## src/rtl/adc_spi_responder.sv

```systemverilog
// ADC128S022-style SPI responder: oversamples the SPI pins on clk25, captures the channel
// address from MOSI and shifts back the 12-bit register-file value selected by the previous frame.
module adc_spi_responder #(
    parameter int unsigned SYNC_STAGES = 2,
    parameter logic [2:0]  RESET_ADDR  = 3'd0
) (
    input  logic        clk25,
    input  logic        rst,
    input  logic        spi_sclk,
    input  logic        spi_csn,
    input  logic        spi_mosi,
    output logic        spi_miso,
    input  logic        wr_en,
    input  logic [2:0]  wr_ch,
    input  logic [11:0] wr_data,
    output logic        frame_done,
    output logic        frame_err,
    output logic [2:0]  frame_addr,
    output logic [15:0] frame_count
);

    localparam int unsigned SyncMsb = SYNC_STAGES - 1;

    if (SYNC_STAGES < 2) begin : g_bad_sync
        $error("SYNC_STAGES must be at least 2");
    end

    typedef enum logic [1:0] {StIdle, StShift, StHold} state_e;

    logic [SYNC_STAGES-1:0] r_sclk_sync;
    logic [SYNC_STAGES-1:0] r_csn_sync;
    logic [SYNC_STAGES-1:0] r_mosi_sync;
    logic                   r_sclk_hist;
    logic                   r_csn_hist;
    logic                   r_sclk_rise_ev;
    logic                   r_cs_fall_ev;
    logic                   r_cs_rise_ev;
    logic                   r_mosi_smp;

    logic                   w_sclk_rise;
    logic                   w_cs_fall;
    logic                   w_cs_rise;

    logic [11:0]            r_regfile [8];

    state_e                 r_state;
    state_e                 w_state_next;

    logic [4:0]             r_bit_cnt;
    logic [4:0]             w_bit_cnt_next;
    logic [15:0]            r_tx_shift;
    logic [15:0]            w_tx_shift_next;
    logic [2:0]             r_addr_sr;
    logic [2:0]             w_addr_sr_next;
    logic [2:0]             r_next_addr;
    logic [2:0]             w_next_addr_next;
    logic                   r_miso;
    logic                   w_miso_next;
    logic                   r_frame_done;
    logic                   w_frame_done_next;
    logic                   r_frame_err;
    logic                   w_frame_err_next;
    logic [2:0]             r_frame_addr;
    logic [2:0]             w_frame_addr_next;
    logic [15:0]            r_frame_count;
    logic [15:0]            w_frame_count_next;

    assign w_sclk_rise = r_sclk_sync[SyncMsb] & ~r_sclk_hist;
    assign w_cs_fall   = ~r_csn_sync[SyncMsb] & r_csn_hist;
    assign w_cs_rise   = r_csn_sync[SyncMsb] & ~r_csn_hist;

    // Events and MOSI are registered together so MOSI stays aligned with its SCLK rise.
    always_ff @(posedge clk25 or posedge rst) begin
        if (rst) begin
            r_sclk_sync    <= '0;
            r_csn_sync     <= '0;
            r_mosi_sync    <= '0;
            r_sclk_hist    <= 1'b0;
            r_csn_hist     <= 1'b0;
            r_sclk_rise_ev <= 1'b0;
            r_cs_fall_ev   <= 1'b0;
            r_cs_rise_ev   <= 1'b0;
            r_mosi_smp     <= 1'b0;
        end else begin
            r_sclk_sync    <= {r_sclk_sync[SYNC_STAGES-2:0], spi_sclk};
            r_csn_sync     <= {r_csn_sync[SYNC_STAGES-2:0], spi_csn};
            r_mosi_sync    <= {r_mosi_sync[SYNC_STAGES-2:0], spi_mosi};
            r_sclk_hist    <= r_sclk_sync[SyncMsb];
            r_csn_hist     <= r_csn_sync[SyncMsb];
            r_sclk_rise_ev <= w_sclk_rise;
            r_cs_fall_ev   <= w_cs_fall;
            r_cs_rise_ev   <= w_cs_rise;
            r_mosi_smp     <= r_mosi_sync[SyncMsb];
        end
    end

    always_ff @(posedge clk25 or posedge rst) begin
        if (rst) begin
            for (int i = 0; i < 8; i++) begin
                r_regfile[i] <= '0;
            end
        end else if (wr_en) begin
            r_regfile[wr_ch] <= wr_data;
        end
    end

    always_ff @(posedge clk25 or posedge rst) begin
        if (rst) begin
            r_state <= StIdle;
        end else begin
            r_state <= w_state_next;
        end
    end

    always_comb begin
        w_state_next = r_state;
        unique case (r_state)
            StIdle: begin
                if (r_cs_fall_ev) begin
                    w_state_next = StShift;
                end
            end
            StShift: begin
                if (r_cs_rise_ev) begin
                    w_state_next = StIdle;
                end else if (r_sclk_rise_ev && (r_bit_cnt == 5'd15)) begin
                    w_state_next = StHold;
                end
            end
            StHold: begin
                if (r_cs_rise_ev) begin
                    w_state_next = StIdle;
                end
            end
            default: w_state_next = StIdle;
        endcase
    end

    always_comb begin
        w_bit_cnt_next     = r_bit_cnt;
        w_tx_shift_next    = r_tx_shift;
        w_addr_sr_next     = r_addr_sr;
        w_next_addr_next   = r_next_addr;
        w_miso_next        = r_miso;
        w_frame_done_next  = 1'b0;
        w_frame_err_next   = 1'b0;
        w_frame_addr_next  = r_frame_addr;
        w_frame_count_next = r_frame_count;
        unique case (r_state)
            StIdle: begin
                w_miso_next    = 1'b0;
                w_bit_cnt_next = '0;
                if (r_cs_fall_ev) begin
                    // Snapshot reads the pre-write value when a write lands on the same edge.
                    w_tx_shift_next = {4'b0000, r_regfile[r_next_addr]};
                    w_miso_next     = w_tx_shift_next[15];
                    w_addr_sr_next  = '0;
                end
            end
            StShift: begin
                if (r_cs_rise_ev) begin
                    w_frame_err_next = 1'b1;
                    w_miso_next      = 1'b0;
                    w_bit_cnt_next   = '0;
                end else if (r_sclk_rise_ev) begin
                    w_bit_cnt_next = r_bit_cnt + 5'd1;
                    if ((r_bit_cnt >= 5'd2) && (r_bit_cnt <= 5'd4)) begin
                        w_addr_sr_next = {r_addr_sr[1:0], r_mosi_smp};
                    end
                    w_tx_shift_next = {r_tx_shift[14:0], 1'b0};
                    w_miso_next     = w_tx_shift_next[15];
                    if (r_bit_cnt == 5'd15) begin
                        w_frame_done_next  = 1'b1;
                        w_next_addr_next   = w_addr_sr_next;
                        w_frame_addr_next  = w_addr_sr_next;
                        w_frame_count_next = r_frame_count + 16'd1;
                        w_miso_next        = 1'b0;
                    end
                end
            end
            StHold: begin
                w_miso_next = 1'b0;
            end
            default: begin
                w_miso_next = 1'b0;
            end
        endcase
    end

    always_ff @(posedge clk25 or posedge rst) begin
        if (rst) begin
            r_bit_cnt     <= '0;
            r_tx_shift    <= '0;
            r_addr_sr     <= '0;
            r_next_addr   <= RESET_ADDR;
            r_miso        <= 1'b0;
            r_frame_done  <= 1'b0;
            r_frame_err   <= 1'b0;
            r_frame_addr  <= RESET_ADDR;
            r_frame_count <= '0;
        end else begin
            r_bit_cnt     <= w_bit_cnt_next;
            r_tx_shift    <= w_tx_shift_next;
            r_addr_sr     <= w_addr_sr_next;
            r_next_addr   <= w_next_addr_next;
            r_miso        <= w_miso_next;
            r_frame_done  <= w_frame_done_next;
            r_frame_err   <= w_frame_err_next;
            r_frame_addr  <= w_frame_addr_next;
            r_frame_count <= w_frame_count_next;
        end
    end

    assign spi_miso    = r_miso;
    assign frame_done  = r_frame_done;
    assign frame_err   = r_frame_err;
    assign frame_addr  = r_frame_addr;
    assign frame_count = r_frame_count;

endmodule

```

## config.mk

```make
export PLATFORM = sky130hd
export DESIGN_NAME = adc_spi_responder
export DESIGN_NICKNAME = d
export VERILOG_FILES = /design/src/rtl/adc_spi_responder.sv
export SDC_FILE = /design/constraint.sdc
export NUM_CORES = 1
export LEC_CHECK = 0
export CAP_MARGIN = 15
export CELL_PAD_IN_SITES_DETAIL_PLACEMENT = 0
export CELL_PAD_IN_SITES_GLOBAL_PLACEMENT = 1
export CORE_MARGIN = 1
export CORE_UTILIZATION = 53
export CTS_CLUSTER_SIZE = 20
export DETAILED_ROUTE_END_ITERATION = 8
export PLACE_DENSITY_LB_ADDON = 0.12
export SLEW_MARGIN = 20
export SYNTH_ARGS = -nofsm -noshare
export SYNTH_HDL_FRONTEND = slang
export SYNTH_SLANG_ARGS = --single-unit
```

## constraint.sdc

```tcl
create_clock -name clk25 -period 14.25 [get_ports clk25]
set_input_delay 2.1375 -clock clk25 [delete_from_list [all_inputs] [get_ports clk25]]
set_output_delay 2.1375 -clock clk25 [all_outputs]
set_load 0.01 [all_outputs]
```

Word-level counts from Yosys, hierarchy flattened
Cells that the tools add are included.

cells by class
  $add $sub $neg = 2
  $lt $le $gt $ge = 5
  eq/ne operators = 9
  mux-type cells = 33
  bitwise logic cells = 9
  reductions and logical operators = 9

operators with widths
  kind                                                                                 number
  96-bit bitwise mux                                                                   1
  15-bit two-way mux                                                                   3
  12-bit binary-select mux with 3-bit select                                           1
  12-bit demux with 3-bit select                                                       1
  12-bit two-way mux                                                                   3
  15-bit one-hot mux with 2 select lines                                               1
  16-bit by 1-bit adder with 16-bit output, second input constant                      1
  3-bit two-way mux                                                                    4
  1-bit two-way mux                                                                    10
  5-bit two-way mux                                                                    2
  5-bit one-hot mux with 2 select lines                                                1
  4-bit greater-or-equal comparator, second input constant                             2
  2-bit two-way mux                                                                    4
  2-bit != test, second input constant                                                 4
  3-bit NOT with 4-bit output                                                          2
  4-bit AND reduction                                                                  2
  3-bit != test, second input constant                                                 2
  2-bit one-hot mux with 3 select lines                                                1
  3-bit one-hot mux with 2 select lines                                                1
  5-bit by 1-bit adder with 5-bit output, second input constant                        1
  5-bit by 4-bit == test with 1-bit output, second input constant                      1
  5-bit by 2-bit greater-or-equal comparator with 1-bit output, second input constant  1
  5-bit by 3-bit less-or-equal comparator with 1-bit output, second input constant     1
  4-bit by 1-bit < comparator with 1-bit output, second input constant                 1
  9 further kinds                                                                      16

word-level totals
  bits in registers = 155
  bits of input ports = 21
  word-level logic and storage cells = 93

Logic depth before layout (Yosys ltp)
Gate-level depths: netlist of the first run.

  word-level depth = 6
  depth in mapped cells = 8

Worst setup path before layout of the first run
No wires, ideal clock.

  path kind = input-to-reg
  start point = input wr_ch[1]
  end point = register r_regfile[72] in the netlist's numbering
  arrival = 3.213 ns
  setup slack = 10.912 ns
  stages on the path = 4
  buffers on the path = 1
  cells stage by stage = nand2b_1 -> nor3b_1 -> buf_2 -> mux2_2

between the ends
  cells in the longest elaborated chain, start to end = 6

RTL lines
  what                                                                                                                             RTL line  RTL
  start: declaration                                                                                                               14        input logic [2:0] wr_ch,
  3-bit NOT with 4-bit output (implied by the code) (*)                                                                            103       r_regfile[wr_ch] <= wr_data;
  4-bit greater-or-equal comparator (implied by the code) / 4-bit by 1-bit < comparator with 1-bit output (equally long branches)  103
  1-bit logical AND (implied by the code)                                                                                          103
  12-bit two-way mux (implied by the code)                                                                                         103
  12-bit demux with 3-bit select (*)                                                                                               103
  96-bit bitwise mux (*)                                                                                                           103
  end signal: indexed assignment                                                                                                   103
  end: declaration                                                                                                                 44        logic [11:0] r_regfile [8];

Mark *: on every way between the ends. The rest lies on a longest branch, timed or not.
A chain may end at the register's enable or synchronous reset.

Final worst setup path of the first run
  start point = register r_frame_addr[1], in the netlist frame_addr[1]
  end point = output frame_addr[1]

RTL lines
  what                      RTL line  RTL
  start: declaration        63        logic [2:0] r_frame_addr;
  start signal: assignment  209       r_frame_addr <= w_frame_addr_next;
  end: declaration          18        output logic [2:0] frame_addr,

No word-level cell between the ends.

==> impl_metrics.toml, run 1 <==
[global_routing]
antenna_found_initial = 0
overflow = 0
track_usage = 0.221
grt_start_max_net_pins = 86
grt_pass1_vias = 4112
grt_pass1_wl_mm = 21.5

[layout]
multi_input_area_um2 = 2780
finish.net_count = 531
fillerInstances = 970
n_antenna_cell = 0
final_cell_mix = "dfrtp_1 (154), mux2_2 (96), clkdlybuf4s50_1 (42)"
drive_gt1_frac = 0.303
final_common_cell = "dfrtp_1"
seqCellArea_um2 = 3880
area_growth_pct = 15.8
finalInstanceArea_um2 = 7850

[setup_path]
path_delay_family = "flip-flops"
critPathLaunch = "frame_addr[1]$_DFFE_PP0P_"
crit_arrival_ns = 2.05
crit_chain = "clkdlybuf4s50_1"
cp_num_cells = 1
worst_path_largest_cell_delay_ns = 0.94
path_buf_inv = 1
cp-end-kind = "primary output"
crit_slowest_cell = "dfrtp_1"
cp.required_ns = 12.11
r2r_start = "r_state[1]$_DFFE_PP0P_"
r2r_cells = 4
startpoint_type = "register"
worst-setup-path-type = "register to primary output"
cp_max_fo = 15

[sta]
drv_slew = 0
hold_violations = 0
skew_ns = 0.00607
relSlewSlack = 0.314
whs_ns = 0.348
finalCritPeriodShare = 0.294
rsz0062_at_grt = "false"
fmax_mhz = 239
period_needed_ns = 4.19
worst_pin_slew_ns = 1.03
setup_viol = 0
tns_ns = 0

[clock_tree]
ctsResizeCount = 0
cts_buffers = 17
ctsHoldBuffers = 0
htreeDepth = 4
cts_tree = "built"
clock-root-buffer = "clkbuf_16"
clock-sinks = 155
path_clk_slew_ns = 0.06
clockBufferDepth = 2
post-cts-setup-buffers = 0
clkLatencyLatePin_ns = 0.42

[placement]
place_hpwl_mm = 8.16
gp_congestion = 0.786
port_buffers = 42
dpl-instance-area_um2 = 7320

[power_and_ir_drop]
power_density_nw_per_um2 = 141
p_leak_nw = 3.25
ir_drop_uv = 83.4
total_power_mw = 1.11

[yosys]
postSynthRegisterBits = 155
synthCells = 467
synth_area_um2 = 6770
yosys_warnings = 0
synthFlopType = "dfrtp_1"
synth_nets = 492
async_flop_share = 1.00
synth_edf_count = 0
yosysSeqAreaShare = 0.573
yosysUniqueCellTypes = 40
syn_area_per_cell_um2 = 14.5

[worst_hold_path]
worstHoldStart = "r_sclk_sync[0]$_DFF_PP0_"
whs_path_depth = 0
hp-class = "register to register"

[floorplanning]
fp.coreArea_um2 = 12200
initial_utilization = 0.555
dieWidth_um = 115
dieHeight_um = 115
dieArea_um2 = 13200
pin_count = 43
fp-row-count = 40

[drt]
dr.pass1.iters = 4
dr_total_vias = 3905
drtIter0Drc = 144
ant_nets = 0
via_per_inst = 5.69
wl_mm = 13.0
drcViolationCount = 0
wire_per_inst_um = 18.9

[run]
maxCapViolations = 0

[outcome]
status = "finished, final reports clean"
synth_stat cells, types with 4 or more instances:
master	n	share of area
buf_2	11	0.0081
xor2_1	5	0.0065
nor3_1	6	0.0044
dfrtp_1	155	0.57
nand2_1	38	0.021
nand2b_1	5	0.0046
inv_1	6	0.0033
nor2b_1	4	0.0037
mux2i_1	16	0.024
o21ai_0	7	0.0052
o221ai_1	11	0.014
mux4_2	24	0.080
nor2_1	5	0.0028
mux2_2	96	0.16
clkbuf_1	6	0.0033
ha_1	4	0.0074
nand3_1	7	0.0052
buf_1	4	0.0022
a22o_1	4	0.0052
a21oi_1	4	0.0030
nand4_1	9	0.0083
xnor2_1	10	0.013
cell families after synthesis:
logic type / Yosys count / synth area share
xor gates and xnor gates: 15 / 0.0194
buffers and inverters: 31 / 0.0225
adders and majority gates: 4 / 0.00739
muxes: 136 / 0.263
and+or+nand+nor: 92 / 0.0744
DFF: 155 / 0.573
AOI/OAI and AO/OA: 34 / 0.0406
stage by stage:
stage | util | instances | worst slack (ns)
5_1_grt | 0.643 | 686 | 9.99
4_1_cts | 0.641 | 686 | 10.05
3_5_place_dp | 0.600 | 655 | 9.88
6_report | 0.643 | 686 | 10.06
2_1_floorplan | - | 467 | 7.93
3_3_place_gp | 0.600 | 655 | 9.92
state kept, by name, indices dropped and copies added (netlist names), 3 cells and up:
register / count
r_regfile: 96
frame_count: 16
r_tx_shift: 15
r_bit_cnt: 5
frame_addr: 3
r_addr_sr: 3
final cells by class:
class / instances / area share
flip-flops and latches: 155 / 0.494
multi-input cells: 281 / 0.354
clock buffers: 29 / 0.0638
repair buffers: 45 / 0.0565
well taps: 168 / 0.0268
inverters: 6 / 0.00351
clock inverters: 2 / 0.00128
worst paths after layout:
kind	endpoint	slack, ns
worst min register to register	r_sclk_sync[1]$_DFF_PP0_	0.35
worst max-delay path	frame_addr[1]	10.06
max in group asynchronous	r_regfile[83]$_DFFE_PP0P_	10.61
worst max register to register	r_addr_sr[2]$_DFFE_PP0P_	11.58
min in group asynchronous	r_regfile[57]$_DFFE_PP0P_	2.25
worst min-delay path	r_sclk_sync[1]$_DFF_PP0_	0.35
where the power goes:
part	total [mW]	leakage (nW)	internal, mW	switching, mW
clock	0.397	0.250	0.235	0.162
combinational	0.149	1.07	0.0885	0.0606
sequential	0.563	1.93	0.520	0.0432
metal layers:
| metal | part of all wire | vias up | global-route usage |
|---|---|---|---|
| met5 | 0 | - | 0 |
| met4 | 0.015 | 0 | 0.0848 |
| met3 | 0.031 | 17 | 0.0527 |
| met2 | 0.50 | 67 | 0.367 |
| met1 | 0.45 | 2024 | 0.284 |
| li1 | - | 1797 | - |
Power figures use the tool's default switching activity.
==> inputs of run 2 (changes only) <==
--- a/config.mk
+++ b/config.mk
@@ -9,7 +9,7 @@
 export CELL_PAD_IN_SITES_DETAIL_PLACEMENT = 0
 export CELL_PAD_IN_SITES_GLOBAL_PLACEMENT = 1
 export CORE_MARGIN = 1
-export CORE_UTILIZATION = 53
+export CORE_UTILIZATION = 50
 export CTS_CLUSTER_SIZE = 20
 export DETAILED_ROUTE_END_ITERATION = 8
 export PLACE_DENSITY_LB_ADDON = 0.12
==> constraint.sdc (replaced) <==
create_clock -name clk25 -period 3.9 [get_ports clk25]
set_input_delay 0.585 -clock clk25 [delete_from_list [all_inputs] [get_ports clk25]]
set_output_delay 0.585 -clock clk25 [all_outputs]
set_load 0.01 [all_outputs]
==> run 2 against run 1 <==
Net effect: clock skew is 0.0012 ns lower; largest power group unchanged; register-to-register slack worse by 10 ns; die area is 5.9% higher; final cell count is 2.9% higher; routed wire length is 0.75% lower; flip-flop and latch count stayed put; critical path type unchanged; critical path depth stayed put.
==> impl_metrics.toml, run 2 (synthesis gave the netlist of run 1 again) <==
[setup_path]
crit_slowest_cell = "dfrtp_1"
r2r_cells = 4
worst_path_largest_cell_delay_ns = 0.81
worst-setup-path-type = "register to primary output"
path_buf_inv = 1
startpoint_type = "register"
path_delay_family = "flip-flops"
cp_num_cells = 1
r2r_slack_ns = 1.58
cp-end-kind = "primary output"
crit_arrival_ns = 1.89
cp_max_fo = 13
crit_chain = "clkdlybuf4s50_1"
cp.required_ns = 3.31

[layout]
largest_register_ffs = 96
finalInstanceArea_um2 = 8030
n_antenna_cell = 0
final_common_cell = "dfrtp_1"
finish.net_count = 542
max_flop_register = "r_regfile"
final_cell_mix = "dfrtp_1 (155), mux2_2 (96), clkdlybuf4s50_1 (42)"
area_growth_pct = 18.6
drive_gt1_frac = 0.328

[power_and_ir_drop]
power_density_nw_per_um2 = 523
internal_power_mw = 3.24
p_sw_uw = 967
total_power_mw = 4.20
p_leak_nw = 3.36
combPwrFrac = 0.133
swShare = 0.230
clkPwrFrac = 0.380
pwr-share-seq = 0.487
ir_drop_uv = 267

[clock_tree]
cts_buffers = 17
post-cts-setup-buffers = 0
cts_tree = "built"
clkLatencyLatePin_ns = 0.41
htreeDepth = 4
clock-root-buffer = "clkbuf_16"
ctsHoldBuffers = 0
clockBufferDepth = 2
path_clk_slew_ns = 0.05
ctsResizeCount = 0
clock-sinks = 155

[placement]
place_hpwl_mm = 8.47
gp_congestion = 0.731
place_ws_ns = 1.13
dpl-instance-area_um2 = 7430
port_buffers = 42

[worst_hold_path]
whs_path_depth = 0
hp-class = "register to register"

[floorplanning]
fp.coreArea_um2 = 13200
pin_count = 43
dieArea_um2 = 14000
fp-row-count = 42
initial_utilization = 0.512
dieWidth_um = 118
dieHeight_um = 118

[drt]
ant_nets = 0
drtIter0Drc = 128
drcViolationCount = 0
wire_per_inst_um = 18.3
dr_total_vias = 3934
wl_mm = 12.9
via_per_inst = 5.57
dr.pass1.iters = 5

[global_routing]
grt_pass1_wl_mm = 22.1
overflow = 0
antenna_found_initial = 0
grt_pass1_vias = 4119
track_usage = 0.207
grt_start_max_net_pins = 49

[sta]
hold_violations = 0
whs_ns = 0.352
relSlewSlack = 0.374
worst_slack_ns = 1.43
skew_ns = 0.00487
fmax_mhz = 404
rsz0062_at_grt = "false"
period_needed_ns = 2.47
setup_viol = 0
drv_slew = 0
finalCritPeriodShare = 0.634
worst_pin_slew_ns = 0.934
tns_ns = 0

[run]
maxCapViolations = 0

[outcome]
status = "finished, final reports clean"
## run 2: per-stage QoR
| step | util | instances |
|---|---|---|
| finish | 0.607 | 706 |
| global route | 0.607 | 706 |
| CTS | 0.605 | 705 |
| detailed placement | 0.561 | 673 |
| global placement | 0.561 | 673 |
| floorplan | - | 467 |
## run 2: area by class of cell
class | count | area [µm²]
well taps | 176 | 220
clock inverters | 8 | 90.1
repair buffers | 56 | 563
fillers | 1055 | 5210
inverters | 6 | 26.3
flip-flops and latches | 155 | 3880
multi-input cells | 281 | 2760
clock buffers | 24 | 492
## run 2: path summary, 6_finish.rpt
kind	startpoint	end
min	r_mosi_sync[1]$_DFF_PP0_	r_mosi_smp$_DFF_PP0_
max reg2reg	frame_addr[0]$_DFFE_PP0P_	r_tx_shift[7]$_DFFE_PP0P_
min reg2reg	r_mosi_sync[1]$_DFF_PP0_	r_mosi_smp$_DFF_PP0_
max	frame_addr[0]$_DFFE_PP0P_	frame_addr[0]
min in group asynchronous	rst	r_sclk_sync[0]$_DFF_PP0_
max in group asynchronous	rst	r_regfile[4]$_DFFE_PP0P_
## run 2: power groups by stage
| stage | logic (mW) | registers, mW | clock network [mW] |
|---|---|---|---|
| 3_3_place_gp | 0.539 | 2.06 | 0 |
| 6_report | 0.557 | 2.05 | 1.60 |
| 2_1_floorplan | 0.441 | 2.02 | 0 |
| 4_1_cts | 0.564 | 2.05 | 1.64 |
| 5_1_grt | 0.616 | 2.09 | 1.72 |
| 3_5_place_dp | 0.563 | 2.07 | 0 |
## run 2: routing by layer
layer,routed length [µm],vias to the layer above,track usage,part of all wire
met3,267,14,0.0391,0.021
met2,6510,48,0.337,0.51
met4,180,0,0.0791,0.014
met1,5930,2043,0.278,0.46
met5,0,-,0,0
li1,-,1829,-,-
==> inputs of run 3 (changes only) <==
==> constraint.sdc (replaced) <==
create_clock -name clk25 -period 2.5 [get_ports clk25]
set_input_delay 0.375 -clock clk25 [delete_from_list [all_inputs] [get_ports clk25]]
set_output_delay 0.375 -clock clk25 [all_outputs]
set_load 0.01 [all_outputs]
==> run 3 against run 2 <==
Net effect: global-route usage is 0.054 points lower; non-clock buffer count rose by 8; sequential power up 56%; combinational power grew 56%; critical endpoint is now frame_count[15]$_DFFE_PP0P_; worst setup slack got worse by 1.1 ns; first-iteration DRC count up 57%; sequential share of layout area shrank 0.78 points; clock skew up 0.00086 ns.
==> impl_metrics.toml, run 3 (synthesis gave the netlist of run 1 again) <==
[worst_hold_path]
hp-class = "register to register"
whs_path_depth = 0

[layout]
utilization = 0.617
area_growth_pct = 20.5
drive_gt1_frac = 0.340
max_flop_register = "r_regfile"
n_antenna_cell = 0
largest_register_ffs = 96
fillerInstances = 1077
final_cell_mix = "dfrtp_1 (155), mux2_2 (96), clkdlybuf4s50_1 (42)"
finish.net_count = 550
final_common_cell = "dfrtp_1"
finalInstanceArea_um2 = 8170

[clock_tree]
ctsResizeCount = 0
clkLatencyLatePin_ns = 0.42
path_clk_slew_ns = 0.06
ctsHoldBuffers = 0
clockBufferDepth = 2
clock-root-buffer = "clkbuf_16"
post-cts-setup-buffers = 0
clock-sinks = 155
htreeDepth = 4
cts_buffers = 17
cts_tree = "built"

[setup_path]
crit_slowest_cell = "dfrtp_1"
cp_max_fo = 6
startpoint_type = "register"
crit_arrival_ns = 2.46
worst_path_largest_cell_delay_ns = 0.45
r2r_cells = 7
cp-end-kind = "register"
worst-setup-path-type = "register to register"
cp.required_ns = 2.81
crit_chain = "ha_1 > and3_1 > ha_1 > nand4_1 > nor4_4 > nand4_1 > xnor2_1"

[sta]
rsz0062_at_grt = "false"
finalCritPeriodShare = 0.863
worst_pin_slew_ns = 0.546
skew_ns = 0.00574
fmax_mhz = 463
relSlewSlack = 0.636
worst_slack_ns = 0.342
setup_viol = 0
whs_ns = 0.351
period_needed_ns = 2.16
tns_ns = 0
drv_slew = 0
hold_violations = 0

[run]
maxCapViolations = 0

[global_routing]
met2_usage = 0.346
track_usage = 0.207
grt-busiest-layer = "met2"
grt_pass1_wl_mm = 21.9
grt_start_max_net_pins = 65
antenna_found_initial = 0
met1_usage = 0.260
overflow = 0
grt_pass1_vias = 4294
grtUsageMet3 = 0.0545

[drt]
via_per_inst = 5.60
ant_nets = 0
wire_per_inst_um = 18.3
drcViolationCount = 0
drtIter0Drc = 201
dr_total_vias = 3996
dr.pass1.iters = 4
wl_mm = 13.1

[floorplanning]
fp-row-count = 42
dieWidth_um = 118
initial_utilization = 0.512
pin_count = 43
dieHeight_um = 118
fp.coreArea_um2 = 13200
dieArea_um2 = 14000

[placement]
dpl-instance-area_um2 = 7520
place_ws_ns = 0.377
place_hpwl_mm = 8.33
port_buffers = 42
gp_congestion = 0.724

[power_and_ir_drop]
ir_drop_uv = 523
p_leak_nw = 3.41
power_density_nw_per_um2 = 837

[outcome]
status = "finished, final reports clean"
[run 3: changes by cell type in the layout (fill, tap and decap cells not counted), moves of 2 or more]
| cell | delta |
|---|---|
| buf_4 | +7 |
| bufinv_16 | +3 |
| clkbuf_8 | -3 |
| clkinv_2 | -2 |
| clkinv_4 | +2 |
[run 3: worst paths after layout]
kind                                          startpoint                          end  slack [ns]
worst min register to register  r_mosi_sync[1]$_DFF_PP0_         r_mosi_smp$_DFF_PP0_        0.35
worst max-delay path            r_bit_cnt[1]$_DFFE_PP0P_  frame_count[15]$_DFFE_PP0P_        0.34
min in group asynchronous                            rst     r_addr_sr[0]$_DFFE_PP0P_        0.41
max in group asynchronous                            rst    r_regfile[78]$_DFFE_PP0P_        1.60
worst max register to register  r_bit_cnt[1]$_DFFE_PP0P_  frame_count[15]$_DFFE_PP0P_        0.34
worst min-delay path            r_mosi_sync[1]$_DFF_PP0_         r_mosi_smp$_DFF_PP0_        0.35
[run 3: cell type report]
type / instances / area (µm²) / area share
clock buffer: 20 / 447 / 0.0547
timing repair buffer: 64 / 636 / 0.0778
sequential: 155 / 3880 / 0.475
inverter: 6 / 26.3 / 0.00322
tap: 176 / 220 / 0.0270
clock inverter: 12 / 195 / 0.0239
multi-input combinational: 281 / 2760 / 0.338
[run 3: stage by stage]
step / power [mW] / cells
2_1_floorplan: 3.84 / 467
3_3_place_gp: 4.05 / 682
3_5_place_dp: 4.12 / 682
4_1_cts: 6.91 / 714
5_1_grt: 7.14 / 714
6_report: 6.83 / 714
[run 3: power breakdown]
part,switching [mW],internal [mW]
combinational,0.340,0.532
clock,0.983,1.79
sequential,0.225,2.96
total,1.55,5.29
[run 3: worst max-delay path: cells and delay by family (launching register included)]
| family | cells | cell delay [ns] |
|---|---|---|
| xor gates and xnor gates | 1 | 0.14 |
| and+or+nand+nor | 4 | 0.96 |
| adders and majority gates | 2 | 0.49 |
| DFF | 1 | 0.45 |
[run 3: routing by layer]
layer	share of wire	routed length [µm]
met3	0.028	363
met5	0	0
met4	0.019	254
met1	0.45	5830
met2	0.51	6630
